[config.mk]
export PLATFORM = sky130hd
export DESIGN_NAME = dso_trigger
export DESIGN_NICKNAME = d
export VERILOG_FILES = /design/src/rtl/dso_pkg.sv /design/src/rtl/trig_compare.sv /design/src/rtl/dso_trigger.sv
export SDC_FILE = /design/constraint.sdc
export NUM_CORES = 1
export LEC_CHECK = 0
export CAP_MARGIN = 10
export CORE_AREA = 2 2 39 41
export CTS_CLUSTER_DIAMETER = 150
export DETAILED_ROUTE_END_ITERATION = 10
export DIE_AREA = 0 0 41 43
export DONT_BUFFER_PORTS = 1
export GPL_ROUTABILITY_DRIVEN = 0
export SYNTH_ARGS = -nofsm -noshare
export SYNTH_HDL_FRONTEND = slang
export SYNTH_SLANG_ARGS = --single-unit
[constraint.sdc]
create_clock -name clk -period 3.9 [get_ports clk]
set_input_delay 0.585 -clock clk [delete_from_list [all_inputs] [get_ports clk]]
set_output_delay 0.585 -clock clk [all_outputs]
set_load 0.01 [all_outputs]
[src/rtl/dso_pkg.sv]
// Shared types and default constants for the DSO edge-trigger path.
package dso_pkg;

    localparam int SAMPLE_WIDTH    = 8;
    localparam int HYST_DEFAULT    = 4;
    localparam int HOLDOFF_DEFAULT = 0;

    typedef logic signed [SAMPLE_WIDTH-1:0] sample_t;

    typedef enum logic [1:0] {
        S_IDLE,
        S_ARMED,
        S_HOLDOFF
    } trig_state_t;

endpackage

[src/rtl/trig_compare.sv]
// Signed threshold comparator producing arm/fire conditions; arithmetic is
// widened by one bit so that level +/- hyst never wraps.
module trig_compare #(
    parameter int WIDTH = 8
) (
    input  logic signed [WIDTH-1:0] signal,
    input  logic signed [WIDTH-1:0] level,
    input  logic                    rising_edge,
    input  logic        [WIDTH-1:0] hyst,
    output logic                    arm_cond,
    output logic                    fire_cond
);

    logic signed [WIDTH:0] sig_w;
    logic signed [WIDTH:0] lvl_w;
    logic signed [WIDTH:0] hyst_w;
    logic signed [WIDTH:0] lo_w;
    logic signed [WIDTH:0] hi_w;

    assign sig_w  = {signal[WIDTH-1], signal};
    assign lvl_w  = {level[WIDTH-1], level};
    assign hyst_w = {1'b0, hyst};
    assign lo_w   = lvl_w - hyst_w;
    assign hi_w   = lvl_w + hyst_w;

    always_comb begin
        arm_cond  = 1'b0;
        fire_cond = 1'b0;
        if (rising_edge) begin
            arm_cond  = (sig_w < lo_w);
            fire_cond = (sig_w >= lvl_w);
        end else begin
            arm_cond  = (sig_w > hi_w);
            fire_cond = (sig_w <= lvl_w);
        end
    end

endmodule

[src/rtl/dso_trigger.sv]
// Edge-trigger detector with hysteresis arming and optional holdoff.
// Hysteresis is enabled only when DSO_TRIGGER_HYST_EN is defined.
module dso_trigger
    import dso_pkg::*;
#(
    parameter int WIDTH   = SAMPLE_WIDTH,
    parameter int HYST    = HYST_DEFAULT,
    parameter int HOLDOFF = HOLDOFF_DEFAULT
) (
    input  logic                    clk,
    input  logic                    rst_n,
    input  logic signed [WIDTH-1:0] signal,
    input  logic signed [WIDTH-1:0] level,
    input  logic                    rising_edge,
    output logic                    edge_flag,
    output logic                    armed
);

`ifdef DSO_TRIGGER_HYST_EN
    localparam int HYST_EFF = HYST;
`else
    // Without hysteresis the arm condition is the strict inverse of fire.
    localparam int HYST_EFF = HYST * 0;
`endif

    localparam int                 CNT_W    = (HOLDOFF > 1) ? $clog2(HOLDOFF) : 1;
    localparam logic [CNT_W-1:0]   CNT_LOAD = CNT_W'((HOLDOFF > 0) ? (HOLDOFF - 1) : 0);
    localparam logic [WIDTH-1:0]   HYST_VEC = WIDTH'(HYST_EFF);

    trig_state_t      state;
    logic [CNT_W-1:0] holdoff_cnt;
    logic             pol_q;
    logic             arm_cond;
    logic             fire_cond;

    trig_compare #(
        .WIDTH(WIDTH)
    ) u_compare (
        .signal     (signal),
        .level      (level),
        .rising_edge(rising_edge),
        .hyst       (HYST_VEC),
        .arm_cond   (arm_cond),
        .fire_cond  (fire_cond)
    );

    always_ff @(posedge clk or negedge rst_n) begin
        if (!rst_n) begin
            state       <= S_IDLE;
            edge_flag   <= 1'b0;
            armed       <= 1'b0;
            holdoff_cnt <= '0;
            pol_q       <= 1'b1;
        end else begin
            pol_q     <= rising_edge;
            edge_flag <= 1'b0;
            // A polarity change invalidates any arming done in the old direction.
            if (rising_edge != pol_q) begin
                state       <= S_IDLE;
                armed       <= 1'b0;
                holdoff_cnt <= '0;
            end else begin
                unique case (state)
                    S_IDLE: begin
                        if (arm_cond) begin
                            state <= S_ARMED;
                            armed <= 1'b1;
                        end
                    end
                    S_ARMED: begin
                        if (fire_cond) begin
                            edge_flag <= 1'b1;
                            armed     <= 1'b0;
                            if (HOLDOFF > 0) begin
                                state       <= S_HOLDOFF;
                                holdoff_cnt <= CNT_LOAD;
                            end else begin
                                state <= S_IDLE;
                            end
                        end
                    end
                    S_HOLDOFF: begin
                        if (holdoff_cnt == '0) begin
                            state <= S_IDLE;
                        end else begin
                            holdoff_cnt <= holdoff_cnt - CNT_W'(1);
                        end
                    end
                    default: begin
                        state <= S_IDLE;
                        armed <= 1'b0;
                    end
                endcase
            end
        end
    end

endmodule

Word-level counts from Yosys, hierarchy flattened
Index checks and enable logic that the tools add are counted.
Widths: inputs -> output; s select.
- bits in registers: 6
- logic and storage cells: 38
- add/subtract/negate cells: 1
- magnitude comparators: 4
- equal/unequal tests: 7
- mux-type cells: 17
- reduce and logical (&&, ||, !) cells: 4
- operators with widths (operator ; count):
    $mux 1 ; 11
    $ne 3x3->1 const B ; 3
    $ge 8x8->1 ; 1
    $gt 8x8->1 ; 1
    $le 8x8->1 ; 1
    $lt 8x8->1 ; 1
    $mux 2 ; 4
    $pmux 2 s3 ; 1
    $reduce_and 3->1 ; 2
    $pmux 1 s3 ; 1
    $eq 2x1->1 const B ; 1
    $eq 2x2->1 const B ; 1
    $logic_not 2->1 ; 1
    $ne 2x2->1 const B ; 1
    $reduce_bool 2->1 ; 1
    $ne 1x1->1 ; 1
    $sub 1x1->1 const B ; 1

Depth between registers and ports, before layout
Gate-level depths: netlist of the first run.
- depth after elaboration: 5
- depth in mapped cells: 7

By module
Synthesis of the first run repeated with hierarchy kept, for this count alone.
- cell total of the unflattened synthesis: 171
- area total of the unflattened synthesis: 1372.6 um^2
- modules (own cells, without submodules) (module ; instances ; cells an instance ; area an instance (um^2) ; sequential area each (um^2)):
    trig_compare ; 1 ; 162 ; 1260.0 ; 0.0
    dso_trigger ; 1 ; 9 ; 112.6 ; 76.3

Worst setup path after synthesis of the first run
Ideal clock, no wire load.
- path type: input-to-reg
- start point: input port level[5]
- end point: register armed
- arrival time: 1.894 ns
- data required time: 3.773 ns
- slack: 1.878 ns
- stages on the path: 7
- buffers on the path: 0
- cells stage by stage: inv_1 -> ha_1 -> a21o_1 -> a2111oi_4 -> a21oi_2 -> nor2_2 -> mux2_1
- word-level cells in the longest chain between the ends: 4
- RTL lines (what ; line ; source):
    start, declared ; dso_trigger.sv:13 ; input logic signed [WIDTH-1:0] level,
    $le 8x8->1, or another cell as far along ; trig_compare.sv:34 ; fire_cond = (sig_w <= lvl_w);
    $mux 1 ; trig_compare.sv:29 ; if (rising_edge) begin
    $ne 3x3->1 (no line) ; -- ;
    $reduce_and 3->1 (no line) * ; -- ;
    end signal, assigned ; dso_trigger.sv:51 ; armed <= 1'b0;
    end signal, assigned ; dso_trigger.sv:60 ; armed <= 1'b0;
    end signal, assigned ; dso_trigger.sv:67 ; armed <= 1'b1;
    end, declared ; dso_trigger.sv:16 ; output logic armed
Mark *: on every way between the ends. The rest lies on a longest branch, timed or not.
A chain may end at the register's enable or synchronous reset.

Worst setup path after layout of the first run
Same ends and word-level chain as after synthesis.

==> results by stage, run 1 <==
Global route:
- The via count of the first global-routing pass is 298.
- The initial antenna violation count is 0.
- The first-pass GRT wire length is 1.15 mm.
- Global routing used 10.2% of the available tracks across all layers.
- Entering global routing, the biggest net connects 6 pins.
- The overflow left after global routing is 0.

Placed design:
- Detailed placement ended at an HPWL of 557 µm.
- The cell count after placement is 59.
- The count of port buffers added during placement is 0.

STA:
- In the final timing run, aggregate negative setup slack is 0 ns.
- The transition time of the tightest slew-check pin is 0.294 ns.
- The upper clock frequency limit is 542 MHz.
- Setup violations remaining at the end of the flow were counted as 0.
- Headroom to the max-slew limit came out at 80.4%.
- The number of slew-limit violations in the final report came to 0.
- Of the available clock period, the critical path in the final layout requires 47.3%.
- The number of hold violations in the final report is 0.
- The final period demand of the worst path is 1.85 ns.
- Setup repair after global routing left no endpoint under its margin.
- Across the routed clock network, the largest skew measured is 0.00872 ns.

CTS:
- The number of buffers inserted by hold repair at cts is 0.
- The sink count of the clock tree is 3.
- CTS built an H-tree with a depth of 1.
- Once the clock tree was built, the setup fixing pass inserted 0 buffers.
- Post-CTS repair changed the size of 0 cells.
- The source-to-sink clock delay at the later pin of the worst-skew pair is 0.24 ns.
- Clock-pin slew was measured on the worst setup and hold paths at 0.05 ns.
- The number of buffers on the longest clock path is 2.
- CTS placed an instance of sky130_fd_sc_hd__clkbuf_4 at the clock tree root.
- The clock tree from TritonCTS is done.
- The number of clock buffers added by TritonCTS is 3.

Drt:
- The number of design-rule violations left by the first detailed-router iteration is 6.
- Detailed routing inserted a total of 318 vias.
- Dividing the detail-routed wire length by the instance count gives 10.8 µm.
- The DRC violation count after routing is 0.
- The number of iterations in the first detailed-routing pass is 4.
- The average via count per standard cell is 5.05.
- The final wirelength is 681 µm.
- The detail route stage leaves a number of antenna-violating nets equal to 0.

Synthesis:
- After synthesis, the share of flip-flops with an asynchronous set or reset is 100%.
- By area the synthesized netlist is led by sky130_fd_sc_hd__ha_1 (26%), sky130_fd_sc_hd__dfrtp_1 (13%), sky130_fd_sc_hd__inv_1 (8.9%), sky130_fd_sc_hd__a2111oi_4 (7.3%), sky130_fd_sc_hd__dfstp_2 (7.0%).
- Yosys printed 0 warnings.
- The netlist uses 20 different library cells.
- Synthesis produced a netlist whose cell count is 43.
- The cell area after synthesis is 378 µm².
- The synthesized design contains 0 enable-type register cells.
- Sorting the synthesized cells by how often they occur yields sky130_fd_sc_hd__inv_1 (9), sky130_fd_sc_hd__ha_1 (8), sky130_fd_sc_hd__a21oi_1 (3).
- The most used standard cell by instance count after synthesis is sky130_fd_sc_hd__inv_1.
- The largest total area in the synthesized netlist belongs to sky130_fd_sc_hd__ha_1.
- The most frequently used flop master after synthesis is sky130_fd_sc_hd__dfrtp_1.
- The net count after synthesis is 70.
- For this run, the register share of the synthesized area comes to 20.2%.
- A synthesized cell averages 8.79 µm².
- In this run the biggest area consumer among cell types represents 26.5% of the synthesized area.
- The synthesized design contains 3 register bits.

Floorplan:
- The die boundary height is 43 µm.
- The floorplan step defined a core boundary enclosing 1380 µm².
- The effective utilization at floorplan is 27.3%.
- In this run the horizontal extent of the chip is 41 µm.
- The count of pins on the block boundary is 21.
- The row count is 14.
- The die outline area is 1760 µm².

Worst setup path:
- The capture point of the worst reg-to-reg path is edge_flag$_DFF_PN0_.
- Setup slack on the worst reg-to-reg path comes out at 2.61 ns.
- The endpoint required time on the critical path is 4.01 ns.
- STA puts the critical path data arrival time at 1.96 ns.
- The maximum cell stage delay along the critical path is 0.38 ns.
- The worst setup path is launched from an input pin.
- The depth of the worst register-to-register path is 5.
- The critical path class is in2reg.
- The type of destination of the critical path is a flip-flop.
- The critical path goes through inv_1 -> ha_1 -> a21o_1 -> a2111oi_4 -> a21oi_2 -> nor2_2 -> mux2_1.
- The worst reg2reg path startpoint is pol_q$_DFF_PN1_.
- Along the worst path, the maximum fanout reaches 2.
- The cell with the largest stage delay on the worst path is sky130_fd_sc_hd__a2111oi_4.

Hold path:
- The worst min-delay path class is in2async.

Layout:
- The net count of the finished layout is 75.
- The area growth from synthesis to final layout is 12.3%.
- The number of antenna diodes in the final layout is 0.
- The fraction of layout instances using a drive strength above 1 is 17.0%.
- The filler cell count in the final layout is 148.
- After the flow finishes, the layout carries non-filler instances totaling 63.

Flow run:
- The tool flagged a number of max-cap violations equal to 0.

Power and ir drop:
- The worst ir drop on vdd is 0.142 mV.
- The leakage power is 0.214 nW.
- The power density over cell area is 296 nW/µm².

Status:
- The flow ran to the end, and the final reports show no timing, DRC or antenna violations.
==> metrics by stage <==
step / hold WS (ns) / instance area, µm² / utilization, % / power, W / setup slack, ns
2_1_floorplan: 0.289 / 378 / - / 0.0000623 / 1.88
6_report: 0.0324 / 424 / 30.7 / 0.000125 / 2.05
3_5_place_dp: 0.289 / 398 / 28.8 / 0.0000668 / 1.82
3_3_place_gp: 0.289 / 398 / 28.8 / 0.0000663 / 1.83
5_1_grt: 0.0215 / 424 / 30.7 / 0.000135 / 1.99
4_1_cts: 0.0247 / 424 / 30.7 / 0.000129 / 2.06
==> worst max-delay path by stage <==
stage          startpoint           endpoint  depth (start not counted)
2_1_floorplan    level[5]  armed$_DFFE_PN0P_                          7
3_3_place_gp     level[5]  armed$_DFFE_PN0P_                          7
3_5_place_dp     level[5]  armed$_DFFE_PN0P_                          7
4_1_cts          level[5]  armed$_DFFE_PN0P_                          7
5_1_grt          level[5]  armed$_DFFE_PN0P_                          7
6_report         level[5]  armed$_DFFE_PN0P_                          7
==> cells by family after synthesis <==
logic type | count (synthesis) | synth area share [%]
buffers and inverters | 9 | 8.94
muxes | 1 | 2.98
AOI/OAI and AO/OA | 11 | 26.5
DFF | 3 | 20.2
and+or+nand+nor | 11 | 14.9
adders and majority gates | 8 | 26.5
==> cells in the final DEF, fill, tap and decap left out <==
cell type | netlist | layout
sky130_fd_sc_hd__ha_1 | 8 | 8
sky130_fd_sc_hd__a21oi_2 | 1 | 1
sky130_fd_sc_hd__o31a_1 | 1 | 1
sky130_fd_sc_hd__clkbuf_1 | 0 | 1
sky130_fd_sc_hd__dfstp_2 | 1 | 1
sky130_fd_sc_hd__clkbuf_4 | 0 | 3
sky130_fd_sc_hd__a211o_1 | 1 | 1
sky130_fd_sc_hd__nand3_1 | 1 | 1
sky130_fd_sc_hd__a21o_1 | 2 | 2
sky130_fd_sc_hd__o211ai_1 | 1 | 1
sky130_fd_sc_hd__o21ai_2 | 1 | 1
sky130_fd_sc_hd__nor2_2 | 1 | 1
sky130_fd_sc_hd__nand4_1 | 2 | 2
sky130_fd_sc_hd__nand2_1 | 2 | 2
sky130_fd_sc_hd__nor2b_1 | 2 | 2
sky130_fd_sc_hd__nor3_1 | 1 | 1
sky130_fd_sc_hd__inv_1 | 9 | 9
sky130_fd_sc_hd__a21oi_1 | 3 | 3
sky130_fd_sc_hd__a2111oi_4 | 1 | 1
sky130_fd_sc_hd__dfrtp_1 | 2 | 2
sky130_fd_sc_hd__nor2_1 | 2 | 2
sky130_fd_sc_hd__mux2_1 | 1 | 1
==> state kept, by name, summed over array words and instances, names as in the netlist <==
register   cells
armed          1
edge_flag      1
pol_q          1
==> layout make-up <==
cell class / count / area [µm²] / area share, %
multi-input combinational: 31 / 268 / 63.1
tap: 16 / 20.0 / 4.72
inverter: 9 / 33.8 / 7.96
sequential: 3 / 76.3 / 18.0
clock buffer: 4 / 26.3 / 6.19
==> power breakdown <==
part	internal, W	total, W	switching, W
clock network	0.0000386	0.0000594	0.0000207
registers	0.0000339	0.0000366	0.00000275
logic	0.0000138	0.0000294	0.0000156
==> worst max-delay path, delay by kind of cell <==
family | cells | cell delay [ns]
AO/OA/AOI/OAI | 3 | 0.67
AND/OR/NAND/NOR | 1 | 0.09
multiplexers | 1 | 0.32
buffers and inverters | 1 | 0.02
adder cells (fa/ha/maj) | 1 | 0.28
==> metal layers <==
layer | GRT usage, % | vias to the layer above | wire length (µm)
met3 | 4.71 | 2 | 66
met1 | 13.0 | 143 | 290
met4 | 10.0 | 0 | 14
met2 | 11.6 | 12 | 310
met5 | 0 | - | 0
li1 | - | 161 | -
Power figures use the tool's default switching activity.
==> run 2, diff against run 1 <==
==> constraint.sdc (replaced) <==
create_clock -name clk -period 1.8 [get_ports clk]
set_input_delay 0.27 -clock clk [delete_from_list [all_inputs] [get_ports clk]]
set_output_delay 0.27 -clock clk [all_outputs]
set_load 0.01 [all_outputs]
==> run 2 against run 1 <==
Cell count rose by 1.6%. Clock power rose by 99%. Critical path depth did not move. Sequential share of layout area fell by 0.41 points. Die area did not move. Global-route usage fell by 1.1 points. Largest cell class unchanged.
==> results by stage, run 2 (same netlist as run 1, synthesis figures left out) <==
Status:
- The flow ran to the end, and the final reports show no timing, DRC or antenna violations.

Placed design:
- The setup slack after placement is 0.0141 ns.
- Port buffering added 0 buffers.
- The cell count after placement is 59.
- The estimated wirelength of the detail-placed design is 577 µm.

Flow run:
- The number of max-cap violations is 0.

STA:
- The upper clock frequency limit is 647 MHz.
- The final total negative setup slack is 0 ns.
- Setup violations remaining at the end of the flow were counted as 0.
- After layout, the worst setup slack is 0.254 ns.
- The number of slew-limit violations in the final report is 0.
- The number of hold violations in the final report came to 0.
- The transition time of the tightest slew-check pin is 0.291 ns.
- Across the routed clock network, the largest skew measured is 0.00813 ns.
- Setup repair after global routing left no endpoint under its margin.
- The worst path uses 85.9% of the clock period.
- Headroom to the max-slew limit came out at 80.6%.
- The smallest clock period supported by the final layout is computed as 1.55 ns.

Worst setup path:
- The worst setup path is of the in2reg kind.
- The number of buffers and inverters on the critical path is 1.
- The maximum fanout count along the critical path is 2.
- Data arrives at the worst endpoint at 1.65 ns.
- The kind of cell with the highest combined delay along the critical path is compound AO/OA/AOI/OAI gates.
- The endpoint required time on the critical path is 1.90 ns.
- The worst setup path is launched from an input pin.
- The maximum cell stage delay along the critical path is 0.38 ns.
- Traced cell by cell, the critical path runs through inv_1 -> ha_1 -> a21o_1 -> a2111oi_4 -> a21oi_2 -> nor2_2 -> mux2_1.
- STA classifies the critical path endpoint as a flip-flop.
- Among all stages on the critical path, the largest delay is contributed by sky130_fd_sc_hd__a2111oi_4.

Layout:
- Once layout is complete, the cells apart from fillers number 64.
- For this run, the share of the core covered by cells in the final layout is 31.4%.
- The count of nets after finishing is 76.
- The leading cell type in the layout, fill and taps excluded is sky130_fd_sc_hd__inv_1.
- The area growth from synthesis to final layout is 14.9%.
- The top cell types in the final layout, fill and taps aside, are sky130_fd_sc_hd__inv_1 (9), sky130_fd_sc_hd__ha_1 (8), sky130_fd_sc_hd__a21oi_1 (3), sky130_fd_sc_hd__clkbuf_4 (3).
- The area occupied by multi-input gates is 268 µm².
- The area taken by flip-flops and latches is 76.3 µm².
- The filler cell count in the final layout is 152.
- Cells with a size suffix above 1 make up 16.7% of the layout.
- The number of antenna diodes in the final layout is 0.
- The largest registers in the layout are armed (1), edge_flag (1), pol_q (1).

Drt:
- Dividing the detail-routed via count by the number of cells gives 4.73.
- Before antenna repair, the detailed router went through 4 iterations.
- The count of nets left with antenna violations once routing finished came out at 0.
- The final wirelength is 677 µm.
- The via count is 303.
- The per-cell routed wire length is 10.6 µm.
- The DRC violation count after routing is 0.
- After the first detailed-routing iteration, the DRC count stood at 6.

Power and ir drop:
- The leakage power is 0.218 nW.
- The power share of the clock group is 44.7%.
- The power density over cell area is 607 nW/µm².
- The share of total power in combinational logic is 25.2%.
- Net switching is 28.7% of the power.
- The internal power is 0.000188 W.
- The worst ir drop on vdd is 0.431 mV.
- The relative contribution of sequential cells to total power is 30.2%.
- In this run the power spent charging and discharging nets is 0.0000756 W.

Global route:
- Entering global routing, the biggest net connects 6 pins.
- Global routing used 9.07% of the available tracks.
- The initial antenna violation count is 0.
- The via count of the first global-routing pass was 287.
- The first-pass GRT wire length is 1.05 mm.
- After global routing the overflow that remains totals 0.

CTS:
- In this run the number of H-tree levels came out at 1.
- After clock tree synthesis, the clock-pin slew on the worst setup and hold paths is 0.03 ns.
- No sink is reached through more buffers than the 2 on the longest clock path.
- At the later pin of the worst-skew pair, clock insertion delay measures 0.23 ns.
- Post-CTS timing repair inserted 0 buffers for setup.
- Counting every sink on the clock net gives 3.
- The clock tree from TritonCTS is done.
- The tree is rooted in a sky130_fd_sc_hd__clkbuf_4.
- The total CTS buffers is 3.

Floorplan:
- The total area inside the core boundary comes to 1380 µm².
- The row count is 14.
- 21 I/O pins were placed.
- The die outline area is 1760 µm².
- The die extent in x is 41 µm.
- Measured along the y axis, the die boundary spans 43 µm.
- The effective utilization at floorplan is 27.3%.

Hold path:
- The path class of the tightest hold or removal check is in2reg.
[run 2: changes by cell type in the layout (fill, tap and decap cells not counted)]
cell / delta
sky130_fd_sc_hd__dlygate4sd3_1: +1
[run 2: layer usage]
| metal | vias to the layer above | track usage (%) | wire length [µm] |
|---|---|---|---|
| met5 | - | 0 | 0 |
| met4 | 0 | 6.00 | 0 |
| met3 | 0 | 4.71 | 76 |
| met2 | 12 | 12.8 | 320 |
| met1 | 130 | 10.1 | 280 |
| li1 | 161 | - | - |
[run 2: final timing paths]
kind | slack [ns] | end | startpoint | cells after the start
worst max-delay path | 0.25 | armed$_DFFE_PN0P_ | level[5] | 7
worst min-delay path | 0.04 | pol_q$_DFF_PN1_ | rising_edge | 0
worst max register to register | 0.51 | edge_flag$_DFF_PN0_ | pol_q$_DFF_PN1_ | 5
worst min register to register | 0.68 | edge_flag$_DFF_PN0_ | pol_q$_DFF_PN1_ | 3
max in group asynchronous | 1.28 | pol_q$_DFF_PN1_ | rst_n | 1
min in group asynchronous | 0.29 | edge_flag$_DFF_PN0_ | rst_n | 1
[run 2: layout make-up]
type	count	area share (%)
multi-input combinational	31	61.7
clock buffer	4	6.05
tap	16	4.61
sequential	3	17.6
timing repair buffer	1	2.31
inverter	9	7.78
[run 2: power by group through the flow]
stage	Sequential, W	Combinational [W]	Clock (W)
floorplan	0.0000792	0.0000558	0
global placement	0.0000803	0.0000635	0
detailed placement	0.0000803	0.0000651	0
CTS	0.0000796	0.0000680	0.000120
global route	0.0000803	0.0000760	0.000129
finish	0.0000796	0.0000664	0.000118
[run 2: through the flow]
stage | hold slack, ns | area (µm²) | power [W]
2_1_floorplan | -0.0256 | 378 | 0.000135
3_3_place_gp | -0.0255 | 398 | 0.000144
3_5_place_dp | -0.0255 | 398 | 0.000145
4_1_cts | 0.0362 | 434 | 0.000268
5_1_grt | 0.0286 | 434 | 0.000285
6_report | 0.0422 | 434 | 0.000264
[run 2: repair_timing]
item | 4_1_cts | 5_1_grt
hold buffers | 1 | 0
gates resized for setup | 0 | 0
endpoints found under the hold margin | 3 | 0
[run 2: worst reg2reg max path, delay by kind of cell, from the launching register on]
kind / cells / cell delay (ns)
AO/OA/AOI/OAI: 4 / 0.62
flip-flops: 1 / 0.54
AND/OR/NAND/NOR: 1 / 0.08
